**config.mk**
```make
export PLATFORM = sky130hd
export DESIGN_NAME = karatsuba_operand_loader
export DESIGN_NICKNAME = d
export VERILOG_FILES = /design/src/rtl/karatsuba_pkg.sv /design/src/rtl/karatsuba_word_packer.sv /design/src/rtl/karatsuba_operand_loader.sv
export SDC_FILE = /design/constraint.sdc
export NUM_CORES = 1
export LEC_CHECK = 0
export ABC_CLOCK_PERIOD_IN_PS = 1350
export CAP_MARGIN = 10
export CORE_MARGIN = 2
export CORE_UTILIZATION = 44
export DETAILED_ROUTE_END_ITERATION = 16
export PLACE_DENSITY = 0.76
export SYNTH_ARGS = -nofsm -noshare
export SYNTH_HDL_FRONTEND = slang
export SYNTH_SLANG_ARGS = --single-unit
```
**constraint.sdc**
```tcl
create_clock -name clk -period 1.35 [get_ports clk]
set_input_delay 0.2025 -clock clk [delete_from_list [all_inputs] [get_ports clk]]
set_output_delay 0.2025 -clock clk [all_outputs]
set_load 0.1 [all_outputs]
```
**src/rtl/karatsuba_pkg.sv**
```systemverilog
// Shared definitions for the Karatsuba multiplier IP: default widths, loader
// state encoding and the words-per-operand helper.
package karatsuba_pkg;

  localparam int unsigned KARATSUBA_DATA_WIDTH = 8;
  localparam int unsigned KARATSUBA_OP_WIDTH   = 32;

  typedef enum logic {
    LOAD    = 1'b0,
    PRESENT = 1'b1
  } loader_state_t;

  function automatic int unsigned words_per_op(input int unsigned op_width,
                                               input int unsigned data_width);
    return op_width / data_width;
  endfunction

endpackage

```
**src/rtl/karatsuba_word_packer.sv**
```systemverilog
// WORDS-slot operand register; writes one DATA_WIDTH word per load into the lane
// chosen by i_slot. KARATSUBA_LOADER_MSW_FIRST_EN makes slot 0 the top lane.
module karatsuba_word_packer
  import karatsuba_pkg::*;
#(
  parameter int unsigned DATA_WIDTH = KARATSUBA_DATA_WIDTH,
  parameter int unsigned WORDS      = 4,
  localparam int unsigned SW        = (WORDS > 1) ? $clog2(WORDS) : 1
) (
  input  logic                        clk,
  input  logic                        rst,
  input  logic                        i_load_en,
  input  logic [SW-1:0]               i_slot,
  input  logic [DATA_WIDTH-1:0]       i_word,
  output logic [WORDS*DATA_WIDTH-1:0] o_op
);

  logic [WORDS*DATA_WIDTH-1:0] r_op;

  function automatic int unsigned lane(input int unsigned slot);
`ifdef KARATSUBA_LOADER_MSW_FIRST_EN
    return WORDS - 1 - slot;
`else
    return slot;
`endif
  endfunction

  always_ff @(posedge clk) begin
    if (!rst) begin
      r_op <= '0;
    end else if (i_load_en) begin
      for (int unsigned k = 0; k < WORDS; k++) begin
        if (32'(i_slot) == k) begin
          r_op[lane(k)*DATA_WIDTH +: DATA_WIDTH] <= i_word;
        end
      end
    end
  end

  assign o_op = r_op;

endmodule

```
**src/rtl/karatsuba_operand_loader.sv**
```systemverilog
// Pops FIFO words into operand A then B and presents the pair over valid/ready.
// Build option: KARATSUBA_LOADER_MSW_FIRST_EN (most-significant word first).
module karatsuba_operand_loader
  import karatsuba_pkg::*;
#(
  parameter int unsigned DATA_WIDTH = KARATSUBA_DATA_WIDTH,
  parameter int unsigned OP_WIDTH   = KARATSUBA_OP_WIDTH
) (
  input  logic                  clk,
  input  logic                  rst,
  output logic                  fifo_r_en,
  input  logic [DATA_WIDTH-1:0] fifo_data,
  input  logic                  fifo_empty,
  output logic [OP_WIDTH-1:0]   op_a,
  output logic [OP_WIDTH-1:0]   op_b,
  output logic                  op_valid,
  input  logic                  op_ready,
  output logic                  busy
);

  localparam int unsigned WORDS = words_per_op(OP_WIDTH, DATA_WIDTH);
  localparam int unsigned SLOTS = 2 * WORDS;
  localparam int unsigned CW    = $clog2(SLOTS + 1);
  localparam int unsigned SW    = (WORDS > 1) ? $clog2(WORDS) : 1;

  localparam logic [CW-1:0] SLOTS_C = CW'(SLOTS);
  localparam logic [CW-1:0] LAST_C  = CW'(SLOTS - 1);
  localparam logic [CW-1:0] WORDS_C = CW'(WORDS);

  generate
    if ((OP_WIDTH % DATA_WIDTH) != 0 || OP_WIDTH < DATA_WIDTH) begin : g_bad_width
      $error("OP_WIDTH must be a non-zero integer multiple of DATA_WIDTH");
    end
  endgenerate

  loader_state_t r_state;
  logic [CW-1:0] r_ic;
  logic [CW-1:0] r_cc;
  logic          r_rd_pend;
  logic          r_op_valid;

  logic          w_r_en;
  logic          w_cap_a;
  logic          w_load_a;
  logic          w_load_b;
  logic [SW-1:0] w_slot;

  assign w_r_en   = rst && (r_state == LOAD) && !fifo_empty && (r_ic < SLOTS_C);
  assign w_cap_a  = r_cc < WORDS_C;
  assign w_load_a = r_rd_pend && w_cap_a;
  assign w_load_b = r_rd_pend && !w_cap_a;
  assign w_slot   = SW'(w_cap_a ? r_cc : r_cc - WORDS_C);

  // The last read is issued with ic reaching SLOTS and captured on the edge that
  // enters PRESENT, so rd_pend is never set while presenting.
  always_ff @(posedge clk) begin
    if (!rst) begin
      r_state    <= LOAD;
      r_ic       <= '0;
      r_cc       <= '0;
      r_rd_pend  <= 1'b0;
      r_op_valid <= 1'b0;
    end else begin
      r_rd_pend <= w_r_en;
      if (w_r_en) begin
        r_ic <= r_ic + 1'b1;
      end
      case (r_state)
        LOAD: begin
          if (r_rd_pend) begin
            r_cc <= r_cc + 1'b1;
            if (r_cc == LAST_C) begin
              r_state    <= PRESENT;
              r_op_valid <= 1'b1;
            end
          end
        end
        PRESENT: begin
          if (op_ready) begin
            r_state    <= LOAD;
            r_ic       <= '0;
            r_cc       <= '0;
            r_op_valid <= 1'b0;
          end
        end
        default: r_state <= LOAD;
      endcase
    end
  end

  karatsuba_word_packer #(
    .DATA_WIDTH(DATA_WIDTH),
    .WORDS     (WORDS)
  ) u_pack_a (
    .clk      (clk),
    .rst      (rst),
    .i_load_en(w_load_a),
    .i_slot   (w_slot),
    .i_word   (fifo_data),
    .o_op     (op_a)
  );

  karatsuba_word_packer #(
    .DATA_WIDTH(DATA_WIDTH),
    .WORDS     (WORDS)
  ) u_pack_b (
    .clk      (clk),
    .rst      (rst),
    .i_load_en(w_load_b),
    .i_slot   (w_slot),
    .i_word   (fifo_data),
    .o_op     (op_b)
  );

  assign fifo_r_en = w_r_en;
  assign op_valid  = r_op_valid;
  assign busy      = (r_state == LOAD) && (r_ic != '0);

endmodule

```
==> results_dict.tcl <==
set metrics [dict create \
    power_density_nw_per_um2 857 \
    io_buffer_count 78 \
    ioPinCount 79 \
    clock_latency_ns 0.35 \
    drc_errors 0 \
    postLayoutCoreUtil 0.765 \
    ir_worst_vdd_uv 985 \
    drtAntennaViolNets 0 \
    grt_max_degree 39 \
    clockBufferDepth 2 \
    violations "setup timing" \
    report.final.slew_viol_count 0 \
    synth_area_um2 3150 \
    r2r_start "r_cc[0]$_SDFFE_PN0P_" \
    dp_slack_ns -0.155 \
    yosysSeqAreaShare 0.476 \
    synthArstFlopShare 0 \
    synth.distinct_cells 25 \
    cts-root-buf "clkbuf_8" \
    cts_sinks 75 \
    setup_viol 8 \
    final_common_cell "buf_12" \
    critPathMaxStageDelay_ns 0.36 \
    min_from "fifo_empty" \
    via_count 2292 \
    die_w_um 88.6 \
    grt_setup_unrepaired "yes" \
    syn_avg_cell_area_um2 11.2 \
    skew_ns 0.0106 \
    initialDrtViolationCount 85 \
    path_cells "nor4b_4, buf_4, buf_12" \
    grt_antenna_before_repair 0 \
    num_rows 30 \
    finalHoldViolCount 0 \
    die_area_um2 7860 \
    viasPerCell 4.76 \
    htreeDepth 3 \
    period_share 1.10 \
    track_usage 0.212 \
    worstSetupPathType "reg -> out" \
    routed_wl_mm 7.71 \
    worstHoldPathCells 2 \
    clk_pin_slew_ns 0.08 \
    gr-total-overflow 0 \
    ys_ff_latch 75 \
    max-cap-violations 0 \
    fin_cells 482 \
    grt_pass1_vias 2372 \
    cts_tree "built" \
    mostFrequentLayoutCells "74 x buf_12, 68 x dfxtp_1, 67 x nor2b_1" \
    initial_core_util 0.459 \
    r2r_end "u_pack_a.o_op[23]$_SDFFE_PN0P_" \
    dp_cells 458 \
    fin_nets 400 \
    r2r_setup_slack_ns -0.03 \
    critPathSlowestCell "dfxtp_4" \
    holdPathEnd "r_rd_pend$_SDFF_PN0_" \
    synth_cells 282 \
    synth_ff_type "dfxtp_1" \
    dieHeight_um 88.6 \
    crit_fanout 2 \
    min_path_type "in -> reg" \
    antennaDiodeCount 0 \
    yosysWarningCount 0 \
    hpwl_mm 5.23 \
    power.leakage_nw 2.13 \
    slew_headroom 0.714 \
    syn_nets 300 \
    status "finished with violations" \
    cts_buffers 9 \
    min_period_ns 1.49 \
    drive_gt1_frac 0.376 \
    core_um2 6870 \
    synth_edf_count 0 \
    grt_pass1_wl_mm 12.4 \
    arrival_ns 1.28 \
    cts_hold_buf 0 \
    wire_per_inst_um 16.0 \
    area_growth_pct 66.7 \
    worstPathRequired_ns 1.15 \
    setup_slack_ns -0.137 \
    globalplace.congestion 0.822 \
    critPathLaunch "r_ic[3]$_SDFF_PN0_" \
    endpoint_kind "primary output" \
    max_freq_mhz 673 \
    cp-start-kind "flip-flop" \
    worst_slew_pin_slew_ns 0.428 \
    drt_pass1_iterations 3 \
    reg2reg_depth 6 \
]
-- registers in the layout, indices dropped and copies added, names as in the netlist --
register       cells
op_valid           1
r_cc               4
r_ic               4
r_rd_pend          1
r_state            1
u_pack_a.o_op     32
u_pack_b.o_op     32
-- per-layer routing --
metal  wire (µm)  track usage
met5           0            0
met4          99       0.0620
met2        3840        0.365
met3         471       0.0830
met1        3300        0.243
-- synthesized netlist by cell type, types with 2 or more instances --
library cell  instances  share of area
nand3_1               2         0.0032
dfxtp_1              75           0.48
buf_2                 3         0.0048
nor3b_1               2         0.0048
and4bb_2              4          0.016
buf_6                 6          0.021
nor2_1                5         0.0060
clkbuf_1             15          0.018
a21boi_0              2         0.0048
nand2_1               4         0.0048
nor2b_1              67           0.13
a21o_1                2         0.0048
ha_1                  6          0.024
a21oi_1               4         0.0064
inv_1                 5         0.0060
o211ai_4              4          0.027
mux2i_1              67           0.21
o21ai_0               2         0.0032
-- kinds of logic (layout without fill, tap and decap cells) --
kind of cell	after synthesis	after routing	synth area share
xor+xnor	1	1	0.00278
mux	67	67	0.213
simple gates	88	88	0.183
buf+inv	29	133	0.0500
flops	75	75	0.476
fa+ha+maj	6	6	0.0238
compound gates	16	16	0.0516
-- power by group --
part	internal, mW	switching, mW	total (mW)
Combinational	0.255	0.335	0.590
Sequential	2.23	0.0331	2.27
Clock	0.830	0.817	1.65
-- worst max path at each step --
stage	slack [ns]	end
final	-0.14	fifo_r_en
after global routing	-0.20	fifo_r_en
after CTS	-0.15	fifo_r_en
after detailed placement	-0.15	fifo_r_en
after global placement	-0.13	fifo_r_en
after floorplan	-0.64	r_ic[3]$_SDFF_PN0_
-- worst max-delay path: cells and delay by family, from the launching register on --
family,cells,cell delay [ns]
flops,1,0.36
buf+inv,2,0.34
simple gates,1,0.25
-- stage by stage --
step                      hold WS, ns  setup TNS [ns]  power (mW)  area [µm²]
after floorplan                 0.279           -3.24        2.65        3160
after global placement          0.467          -0.649        2.85        4860
after detailed placement        0.474           -2.12        2.86        4860
after CTS                       0.240          -0.301        4.52        5180
after global routing            0.145           -2.07        4.65        5250
final                           0.124          -0.322        4.50        5250
-- final cells by class --
cell class | count | area (µm²)
Fill cell | 413 | 1620
Clock inverter | 6 | 57.6
Sequential cell | 75 | 1520
Inverter | 5 | 23.8
Tap cell | 96 | 120
Clock buffer | 9 | 124
Multi-Input combinational cell | 178 | 1590
Timing Repair Buffer | 113 | 1820
-- what timing repair did --
| action | in CTS | in global routing |
|---|---|---|
| cloned | 0 | 0 |
| buffers inserted | 7 | 2 |
| endpoints found under the setup margin | 48 | 66 |
| gates resized for setup | 23 | 13 |
| pin swaps | 6 | 3 |
No activity file was read; power rests on OpenSTA's default activity.
